$ cat src/rtl/ram16_word_master.sv
// rtl/ram16_word_master.sv - 32-bit word port to 16-bit RAM bridge, two halfword accesses per word
//
// Ports:
//   clk, reset_n             clock, synchronous active-low reset
//   cpu_address[31:0]        byte address, bits [12:2] select the word (upper bits alias)
//   cpu_read, cpu_write      request strobes, held until cpu_waitrequest is low; write wins
//   cpu_byteenable[3:0]      write byte lanes
//   cpu_writedata[31:0]      write data
//   cpu_readdata[31:0]       read data, valid in the completion cycle and held until the next read
//   cpu_waitrequest          high while a request is present and not yet complete
//   mem_address[31:0]        halfword index {word, h}
//   mem_read, mem_write      RAM strobes, one cycle per halfword
//   mem_writedata[31:0]      halfword in bits [15:0]
//   mem_readdata[31:0]       combinational RAM output, bits [15:0] used

module ram16_word_master (
   input  logic        clk,
   input  logic        reset_n,
   input  logic [31:0] cpu_address,
   input  logic        cpu_read,
   input  logic        cpu_write,
   input  logic [3:0]  cpu_byteenable,
   input  logic [31:0] cpu_writedata,
   output logic [31:0] cpu_readdata,
   output logic        cpu_waitrequest,
   output logic [31:0] mem_address,
   output logic        mem_read,
   output logic        mem_write,
   output logic [31:0] mem_writedata,
   input  logic [31:0] mem_readdata
);

   typedef enum logic [1:0] {IDLE, LO, HI, DONE} state_t;

   state_t      state;
   state_t      state_nx;

   logic [10:0] word_q;
   logic        wr_q;
   logic [3:0]  be_q;
   logic [31:0] wdata_q;

   logic        cpu_req;
   logic        access;
   logic        half;
   logic [1:0]  hbe;
   logic [15:0] hdata;

   // Address bits outside the word index and the RAM's upper data bits are don't-care.
   logic        unused_bits;
   assign unused_bits = ^{cpu_address[31:13], cpu_address[1:0], mem_readdata[31:16]};

   assign cpu_req = cpu_read | cpu_write;

   always_ff @(posedge clk) begin
      if (!reset_n) begin
         state <= IDLE;
      end else begin
         state <= state_nx;
      end
   end

   // Request is captured once; the bus runs off these copies for the whole transaction.
   always_ff @(posedge clk) begin
      if (!reset_n) begin
         word_q  <= '0;
         wr_q    <= 1'b0;
         be_q    <= '0;
         wdata_q <= '0;
      end else if (state == IDLE && cpu_req) begin
         word_q  <= cpu_address[12:2];
         wr_q    <= cpu_write;
         be_q    <= cpu_byteenable;
         wdata_q <= cpu_writedata;
      end
   end

   always_ff @(posedge clk) begin
      if (!reset_n) begin
         cpu_readdata <= '0;
      end else if (!wr_q && state == LO) begin
         cpu_readdata[15:0] <= mem_readdata[15:0];
      end else if (!wr_q && state == HI) begin
         cpu_readdata[31:16] <= mem_readdata[15:0];
      end
   end

   always_comb begin
      state_nx        = state;
      cpu_waitrequest = 1'b0;
      access          = 1'b0;
      case (state)
         IDLE: begin
            if (cpu_req) begin
               cpu_waitrequest = 1'b1;
               state_nx        = LO;
            end
         end
         LO: begin
            cpu_waitrequest = 1'b1;
            access          = 1'b1;
            state_nx        = HI;
         end
         HI: begin
            cpu_waitrequest = 1'b1;
            access          = 1'b1;
            state_nx        = DONE;
         end
         DONE: begin
            state_nx = IDLE;
         end
         default: begin
            state_nx = IDLE;
         end
      endcase
   end

   // RAM side. Strobes are masked while reset_n is low so an aborted transaction
   // cannot write on the reset edge.
   always_comb begin
      mem_address   = '0;
      mem_read      = 1'b0;
      mem_write     = 1'b0;
      mem_writedata = '0;
      half          = (state == HI);
      hbe           = half ? be_q[3:2] : be_q[1:0];
      hdata         = half ? wdata_q[31:16] : wdata_q[15:0];
      if (access && reset_n) begin
         mem_address = {20'b0, word_q, half};
         if (!wr_q) begin
            mem_read = 1'b1;
         end else begin
            // Single-byte halfwords merge with the current RAM contents in the same cycle.
            case (hbe)
               2'b11: begin
                  mem_write     = 1'b1;
                  mem_writedata = {16'b0, hdata};
               end
               2'b01: begin
                  mem_read      = 1'b1;
                  mem_write     = 1'b1;
                  mem_writedata = {16'b0, mem_readdata[15:8], hdata[7:0]};
               end
               2'b10: begin
                  mem_read      = 1'b1;
                  mem_write     = 1'b1;
                  mem_writedata = {16'b0, hdata[15:8], mem_readdata[7:0]};
               end
               default: begin
                  mem_write = 1'b0;
               end
            endcase
         end
      end
   end

endmodule

$ cat config.mk
export PLATFORM = sky130hd
export DESIGN_NAME = ram16_word_master
export DESIGN_NICKNAME = d
export VERILOG_FILES = /design/src/rtl/ram16_word_master.sv
export SDC_FILE = /design/constraint.sdc
export NUM_CORES = 1
export LEC_CHECK = 0
export ABC_AREA = 1
export CORE_MARGIN = 5
export CORE_UTILIZATION = 38
export DETAILED_ROUTE_END_ITERATION = 7
export GPL_TIMING_DRIVEN = 0
export PLACE_DENSITY_LB_ADDON = 0.1
export SLEW_MARGIN = 20
export SYNTH_ARGS = -nofsm -noshare
export SYNTH_HDL_FRONTEND = slang
export SYNTH_SLANG_ARGS = --single-unit
export TNS_END_PERCENT = 10
$ cat constraint.sdc
create_clock -name clk -period 2.5 [get_ports clk]
set_input_delay 0.375 -clock clk [delete_from_list [all_inputs] [get_ports clk]]
set_output_delay 0.375 -clock clk [all_outputs]
set_load 0.1 [all_outputs]
==> impl_summary.log, run 1 <==
[metrics] met1 Use GR: 0.218
[metrics] worst reg-to-reg setup slack: 0.94 ns
[metrics] P_leak: 3.39 nW
[metrics] area of the die: 0.0137 mm²
[metrics] cell count of the worst hold path: 2
[metrics] worst slack on hold paths: 0.478 ns
[metrics] Critical Path End Type: primary output
[metrics] total half-perimeter wirelength after legalization and detailed placement: 9.68 mm
[metrics] placeable core area: 0.0113 mm²
[metrics] commonest cells in the synthesized netlist: 183 x nand2_1, 181 x nor2_1, 118 x inv_1
[metrics] top area cells in the synthesized netlist: dfxtp_1 38%, nand2_1 16%, nor2_1 16%
[metrics] horizontal die dimension: 117 µm
[metrics] CTS HTree Levels: 3
[metrics] sum of negative setup slack: -1.36 ns
[metrics] Hold WC Path Type: flip-flop to flip-flop
[metrics] maximum number of pins on one net before global-route repair: 15
[metrics] Nets: 1,007
[metrics] clock share of power: 0.177
[metrics] overflow left after global routing: 0
[metrics] antenna diode count: 0
[metrics] First-pass DRT Iterations: 4
[metrics] row count: 39
[metrics] starting utilization of the core area: 0.384
[metrics] M3 GR Usage: 0.0350
[metrics] r2r endpoint: cpu_readdata[10]
[metrics] antenna violations before repair: 0
[metrics] # fillers: 1,052
[metrics] Psw: 4.15 mW
[metrics] Max FO, Critical Path: 5
[metrics] unrepaired setup endpoints after global routing: yes
[metrics] sequential-to-total area share from yosys stat: 0.378
[metrics] root cell of the clock tree: clkbuf_16
[metrics] Vias/cell: 4.20
[metrics] FF-to-FF Start: state[1]
[metrics] GPL Wtd Cong: 0.789
[metrics] crit path launch type: flip-flop
[metrics] Max Cap Violations: 0
[metrics] DR DRC count: 0
[metrics] achievable frequency: 384 MHz
[metrics] insertion delay of the later-clocked pin in the worst-skew pair: 0.34 ns
[metrics] depth of the most critical reg-to-reg path: 7
[metrics] number of enable-type register cells in the synthesized netlist: 0
[metrics] Rel. slew slack: 0.346
[metrics] detailed-route wire length: 12.6 mm
[metrics] data arrival at the endpoint of the critical path: 2.23 ns
[metrics] first-pass GRT wire length: 19.8 mm
[metrics] internal power contribution: 4.02 mW
[metrics] most common flop cell mapped by yosys: dfxtp_1
[metrics] highest-utilization routing layer at the global route stage: met2
[metrics] post-synthesis average cell area: 6.18 µm²
[metrics] Max Transition Viols Final: 0
[metrics] maximum clock insertion buffer count: 2
[metrics] power per unit of standard cell area: 1160 mW/mm²
[metrics] required time worst endpoint: 2.12 ns
[metrics] number of top-level pins: 203
[metrics] vias in the first global route: 4,238
[metrics] type of the worst setup path: flip-flop to primary output
[metrics] final antenna-violating net count: 0
[metrics] via count: 4,374
[metrics] area growth from synthesis to layout: 62.6%
[metrics] VDD IR max: 0.000782 V
[metrics] layout cells sized above 1: 0.203
[metrics] CP max stage delay: 0.33 ns
[metrics] cell type with the highest aggregate area in the netlist: dfxtp_1
[metrics] result of the run: complete, but fails checks
[metrics] CTS sink count: 82
[metrics] worst-case hold path end point: cpu_readdata[8]
[metrics] dominant cell by count in the synthesized netlist: nand2_1
[metrics] total standard cell area after synthesis: 0.00434 mm²
[metrics] height of the chip: 117 µm
[metrics] total count of hold-check failures in the final report: 0
[metrics] hold_sp: cpu_readdata[8]
[metrics] non-filler instance count after layout: 1,041
[metrics] transition time of the tightest slew-check pin: 0.978 ns
[metrics] fraction of registers with async set/reset: 0
[metrics] portion of total power attributed to combinational logic: 0.587
[metrics] clock buffers created by TritonCTS: 9
[metrics] cell count after synthesis: 703
[metrics] Power Total: 8.17 mW
[metrics] GR Util met2: 0.326
[metrics] post-synth cell types: 20
[metrics] clock-pin slew on the worst setup and hold paths: 0.06 ns
[metrics] number of buffer cells added on primary ports: 129
[metrics] cells along the critical path: inv_2 > ha_4 > buf_8 > o21ai_4 > inv_2 > ha_4 > nor2_4 > nand3_4 > buf_12 > a21oi_4 > buf_12
[metrics] WP depth: 11
[metrics] sequential fraction of design power: 0.236
[metrics] cell with the largest stage delay on the worst path: dfxtp_2
[metrics] starting DRC count in detailed routing: 117
[metrics] portion of the clock cycle consumed by the worst path in the final layout: 1.04
[metrics] Buf+Inv Stages, Crit Path: 5
[metrics] Worst Slack Setup Final: -0.104 ns
[metrics] aggregate global-route resource usage: 0.183
[metrics] Inst Count DP: 1,010
[metrics] post-route minimum period: 2.60 ns
[metrics] failing checks: setup timing
[metrics] WL per Instance: 12.1 µm
[metrics] Yosys top cell area share: 0.378
[metrics] TritonCTS clock tree: done
[metrics] hold-fix buffer count after cts: 0
[metrics] proportion of total power due to net switching: 0.508
[metrics] Synth Register Bits: 82
[metrics] count of endpoints failing setup in the final report: 16
[metrics] Clock Skew: 0.00768 ns
[metrics] CP top delay family: buffers and inverters
[metrics] yosys warns: 0
-- metal layers --
metal  wire (µm)  up-vias  part of all wire
met3         703       18             0.056
met1        5300     1903              0.42
met4         278        0             0.022
met5           0        -                 0
met2        6270      117              0.50
li1            -     2336                 -
-- cell families after synthesis --
kind of cell,synth area share
AND/OR/NAND/NOR,0.346
buffers and inverters,0.207
flip-flops,0.378
AO/OA/AOI/OAI,0.0392
adder cells (fa/ha/maj),0.0288
other,0.000863
-- cell usage in the layout, fill, tap and decap left out, types with 2 or more instances in the layout --
master / n
buf_4: 59
a21oi_4: 16
buf_12: 19
clkdlybuf4s15_2: 2
clkinvlp_4: 5
buf_8: 2
clkdlybuf4s50_1: 98
nand3_4: 5
buf_6: 10
buf_2: 12
nor2_1: 179
dfxtp_1: 80
dfxtp_2: 2
inv_2: 7
nand3_2: 12
nor2_4: 2
ha_1: 5
conb_1: 36
nand3_1: 2
clkbuf_16: 9
o21ai_4: 2
nand2_1: 179
nor2_2: 2
nand3b_1: 2
inv_1: 111
clkbuf_1: 7
bufinv_16: 2
o21ai_0: 16
ha_4: 4
nand2_8: 2
-- power groups by stage --
stage / registers, mW / logic (mW) / clock network, mW
final: 1.93 / 4.80 / 1.45
after global routing: 1.98 / 5.16 / 1.54
after CTS: 1.93 / 4.63 / 1.47
after detailed placement: 1.95 / 4.32 / 0
after global placement: 1.93 / 4.25 / 0
after floorplan: 2.98 / 2.33 / 0
-- through the flow --
stage               setup slack [ns]  cell area, µm²  utilization
global route                  -0.183            7060        0.624
floorplan                     -0.268            4720            -
global placement               -1.11            6190        0.547
detailed placement             -1.18            6190        0.547
finish                        -0.104            7060        0.624
CTS                           -0.123            6950        0.614
-- timing repair --
item | in CTS | in global routing
endpoints found under the hold margin | 0 | 0
endpoints found under the setup margin | 31 | 31
cloned | 1 | 0
resized for setup | 269 | 21
buffers inserted | 13 | 2
pin swaps | 9 | 14
-- worst min-delay path: cells and delay by family (launching register included) --
kind / cells / cell delay (ns)
simple gates: 2 / 0.13
flops: 1 / 0.32
-- worst max path at each step --
stage                        end     start  slack [ns]
4_1_cts          cpu_waitrequest  state[1]       -0.12
3_5_place_dp   mem_writedata[15]  state[0]       -1.18
6_report       mem_writedata[15]  state[0]       -0.10
5_1_grt        mem_writedata[15]  state[0]       -0.18
2_1_floorplan    cpu_waitrequest  state[0]       -0.27
3_3_place_gp   mem_writedata[15]  state[0]       -1.11
-- area by class of cell --
class	count	area, µm²	area share
Buffer	66	487	0.0689
Clock buffer	10	239	0.0338
Clock inverter	6	90.1	0.0128
Inverter	120	457	0.0647
Multi-Input combinational cell	469	2370	0.335
Sequential cell	82	1640	0.233
Tap cell	143	179	0.0253
Timing Repair Buffer	145	1600	0.227
-- state kept, by name, summed over array words and instances, names as in the netlist --
signal and cells:
be_q 4, cpu_readdata 32, wr_q 1, state 2
wdata_q 32, word_q 11
(Power assumes the default switching activity.)
==> inputs of run 2 (changes only) <==
--- a/config.mk
+++ b/config.mk
@@ -11,8 +11,6 @@
 export DETAILED_ROUTE_END_ITERATION = 7
 export GPL_TIMING_DRIVEN = 0
 export PLACE_DENSITY_LB_ADDON = 0.1
-export SLEW_MARGIN = 20
 export SYNTH_ARGS = -nofsm -noshare
 export SYNTH_HDL_FRONTEND = slang
 export SYNTH_SLANG_ARGS = --single-unit
-export TNS_END_PERCENT = 10
==> run 2 against run 1 <==
Net effect: the flow still finishes with violations (setup timing); hold slack better by 0.0016 ns; highest routed layer unchanged; cell count is 0.19% higher; sequential share of layout area is 0.20 points lower; sequential power hardly changed; wire length is 1.4% lower; worst setup slack better by 0.0055 ns; largest cell class unchanged; clock power is 16% lower; non-clock buffer count is 2 higher.
==> impl_summary.log, run 2 (same netlist as run 1, synthesis figures left out) <==
[metrics] result of the run: complete, but fails checks
[metrics] failing checks: setup timing
[metrics] CTS HTree Levels: 3 (unchanged)
[metrics] cells along the critical path: inv_4 > ha_4 > buf_6 > nand2_2 > o21ai_4 > inv_2 > buf_4 > ha_1 > inv_2 > nand2_8 > nand3_4 > a21oi_4 > buf_12
[metrics] First-pass DRT Iterations: 4 (unchanged)
[metrics] proportion of total power due to net switching: 0.522 (+0.0144)
[metrics] placeable core area: 0.0113 mm² (unchanged)
[metrics] data arrival at the endpoint of the critical path: 2.22 ns (about the same)
[metrics] clock share of power: 0.151 (-0.026)
[metrics] final std cell area, no fill: 0.00713 mm² (+0.89%)
[metrics] dpl cell area: 0.00620 mm² (+0.16%)
[metrics] P_leak: 3.40 nW (about the same)
[metrics] area of the die: 0.0137 mm² (unchanged)
[metrics] GPL Wtd Cong: 0.796 (+0.87%)
[metrics] maximum number of pins on one net before global-route repair: 14 (-1)
[metrics] total half-perimeter wirelength after legalization and detailed placement: 9.63 mm (-0.47%)
[metrics] Psw: 4.22 mW (+1.6%)
[metrics] area growth from synthesis to layout: 64.0%
[metrics] overflow left after global routing: 0 (unchanged)
[metrics] transition time of the tightest slew-check pin: 0.983 ns (+0.00520 ns)
[metrics] CP max stage delay: 0.35 ns (+0.02 ns)
[metrics] row count: 39 (unchanged)
[metrics] Buf+Inv Stages, Crit Path: 6 (+1)
[metrics] internal power contribution: 3.86 mW (-4.1%)
[metrics] type of the worst setup path: flip-flop to primary output
[metrics] Power Total: 8.08 mW (-1.2%)
[metrics] hold-fix buffer count after cts: 0 (unchanged)
[metrics] vias in the first global route: 4,174 (-1.5%)
[metrics] Max Cap Violations: 0 (unchanged)
[metrics] unrepaired setup endpoints after global routing: yes
[metrics] first-pass GRT wire length: 19.6 mm (-1.2%)
[metrics] detailed-route wire length: 12.4 mm (-1.4%)
[metrics] Hold WC Path Type: flip-flop to flip-flop
[metrics] via count: 4,399 (+0.57%)
[metrics] biggest regs: cpu_readdata: 32 flops, wdata_q: 32 flops, word_q: 11 flops
[metrics] aggregate global-route resource usage: 0.181 (-0.00172)
[metrics] Worst Slack Setup Final: -0.0982 ns (+0.00551 ns)
[metrics] root cell of the clock tree: clkbuf_16
[metrics] Nets: 1,009 (+0.20%)
[metrics] post-route minimum period: 2.60 ns (-0.00551 ns)
[metrics] Vias/cell: 4.22 (+0.38%)
[metrics] crit path launch type: flip-flop
[metrics] TritonCTS clock tree: done
[metrics] DR DRC count: 0 (unchanged)
[metrics] horizontal die dimension: 117 µm (unchanged)
[metrics] clock-pin slew on the worst setup and hold paths: 0.06 ns (about the same)
[metrics] Max FO, Critical Path: 8 (+3)
[metrics] insertion delay of the later-clocked pin in the worst-skew pair: 0.34 ns (about the same)
[metrics] portion of the clock cycle consumed by the worst path in the final layout: 1.04 (-0.00221)
[metrics] total count of hold-check failures in the final report: 0 (unchanged)
[metrics] clock buffers created by TritonCTS: 9 (unchanged)
[metrics] Clock Skew: 0.00745 ns (-0.000235 ns)
[metrics] power per unit of standard cell area: 1130 mW/mm² (-2.0%)
[metrics] cell with the largest stage delay on the worst path: dfxtp_2
[metrics] commonest non-fill, non-tap cell in the layout: nand2_1
[metrics] Rel. slew slack: 0.343 (-0.00348)
[metrics] highest-count cells in the layout ignoring fill and taps: 179 x nand2_1, 178 x nor2_1, 111 x inv_1
[metrics] sequential fraction of design power: 0.239 (+0.003)
[metrics] starting utilization of the core area: 0.384 (unchanged)
[metrics] antenna diode count: 0 (unchanged)
[metrics] CTS sink count: 82 (unchanged)
[metrics] WL per Instance: 11.9 µm (-1.6%)
[metrics] number of top-level pins: 203 (unchanged)
[metrics] count of endpoints failing setup in the final report: 16 (unchanged)
[metrics] final antenna-violating net count: 0 (unchanged)
[metrics] height of the chip: 117 µm (unchanged)
[metrics] starting DRC count in detailed routing: 135 (+15%)
[metrics] VDD IR max: 0.000780 V (-0.17%)
[metrics] layout cells sized above 1: 0.206 (+0.00288)
[metrics] CP top delay family: buffers and inverters
[metrics] antenna violations before repair: 0 (unchanged)
[metrics] critical path's most frequent cell: inv_2
[metrics] Max Transition Viols Final: 0 (unchanged)
[metrics] required time worst endpoint: 2.12 ns (about the same)
[metrics] number of buffer cells added on primary ports: 129 (unchanged)
[metrics] Critical Path End Type: primary output
[metrics] maximum clock insertion buffer count: 2 (unchanged)
[metrics] achievable frequency: 385 MHz (+0.21%)
[metrics] portion of total power attributed to combinational logic: 0.610 (+0.023)
-- run 2: worst reg2reg max path, stage by stage, from the launching register on --
cell and delay [ns]:
dfxtp_2 0.33, inv_4 0.06, buf_4 0.11, ha_1 0.25
inv_2 0.08, nor2_4 0.14, buf_4 0.16, buf_2 0.23
nand2_1 0.08, nand2_1 0.08, nor2_1 0.06
-- run 2: metal layers --
layer,vias to the layer above,wire [µm],GRT usage
li1,2343,-,-
met1,1923,5380,0.226
met2,112,6040,0.312
met3,21,718,0.0350
met4,0,242,0.0635
met5,-,0,0
-- run 2: path summary, 6_finish.rpt --
kind              startpoint                to  slack [ns]  cells after the start
min reg2reg  cpu_readdata[8]   cpu_readdata[8]        0.48                      2
min          cpu_readdata[8]   cpu_readdata[8]        0.48                      2
max reg2reg         state[0]       wdata_q[10]        0.80                     10
max                 state[0]  mem_writedata[6]        -0.1                     13
-- run 2: timing repair --
item / 4_1_cts / 5_1_grt
pin swaps: 12 / 18
buffers inserted: 12 / 5
setup endpoints to repair: 31 / 31
gates resized for setup: 278 / 35
gates cloned: 1 / 0
-- run 2: power by group through the flow --
stage | Sequential [mW] | Combinational, mW | Clock [mW]
detailed placement | 1.95 | 4.33 | 0
floorplan | 2.98 | 2.35 | 0
global placement | 1.93 | 4.26 | 0
finish | 1.93 | 4.93 | 1.22
global route | 1.98 | 5.28 | 1.30
CTS | 1.93 | 4.70 | 1.24
-- run 2: area by class of cell --
class / instances / area [µm²]
buffer: 66 / 483
clock inverter: 6 / 32.5
multi-input combinational: 469 / 2450
tap: 143 / 179
clock buffer: 10 / 239
inverter: 120 / 459
sequential: 82 / 1640
timing repair buffer: 147 / 1640
fill: 1039 / 4200
-- run 2: per-stage QoR --
stage	worst slack (ns)	hold slack [ns]	util	std cells	TNS, ns
final	-0.0982	0.480	0.629	1043	-1.28
after detailed placement	-1.11	0.470	0.548	1010	-24.89
after floorplan	-0.248	0.439	-	738	-4.49
after global placement	-1.04	0.462	0.548	1010	-23.52
after CTS	-0.152	0.484	0.612	1038	-2.14
after global routing	-0.187	0.499	0.629	1043	-2.84
==> inputs of run 3 (changes only) <==
--- a/config.mk
+++ b/config.mk
@@ -6,10 +6,12 @@
 export NUM_CORES = 1
 export LEC_CHECK = 0
 export ABC_AREA = 1
+export CAP_MARGIN = 10
 export CORE_MARGIN = 5
 export CORE_UTILIZATION = 38
 export DETAILED_ROUTE_END_ITERATION = 7
 export GPL_TIMING_DRIVEN = 0
+export HOLD_SLACK_MARGIN = 0.15
 export PLACE_DENSITY_LB_ADDON = 0.1
 export SYNTH_ARGS = -nofsm -noshare
 export SYNTH_HDL_FRONTEND = slang
==> results of run 3 <==
Final layout, timing and power as in run 2 (identical DEF).
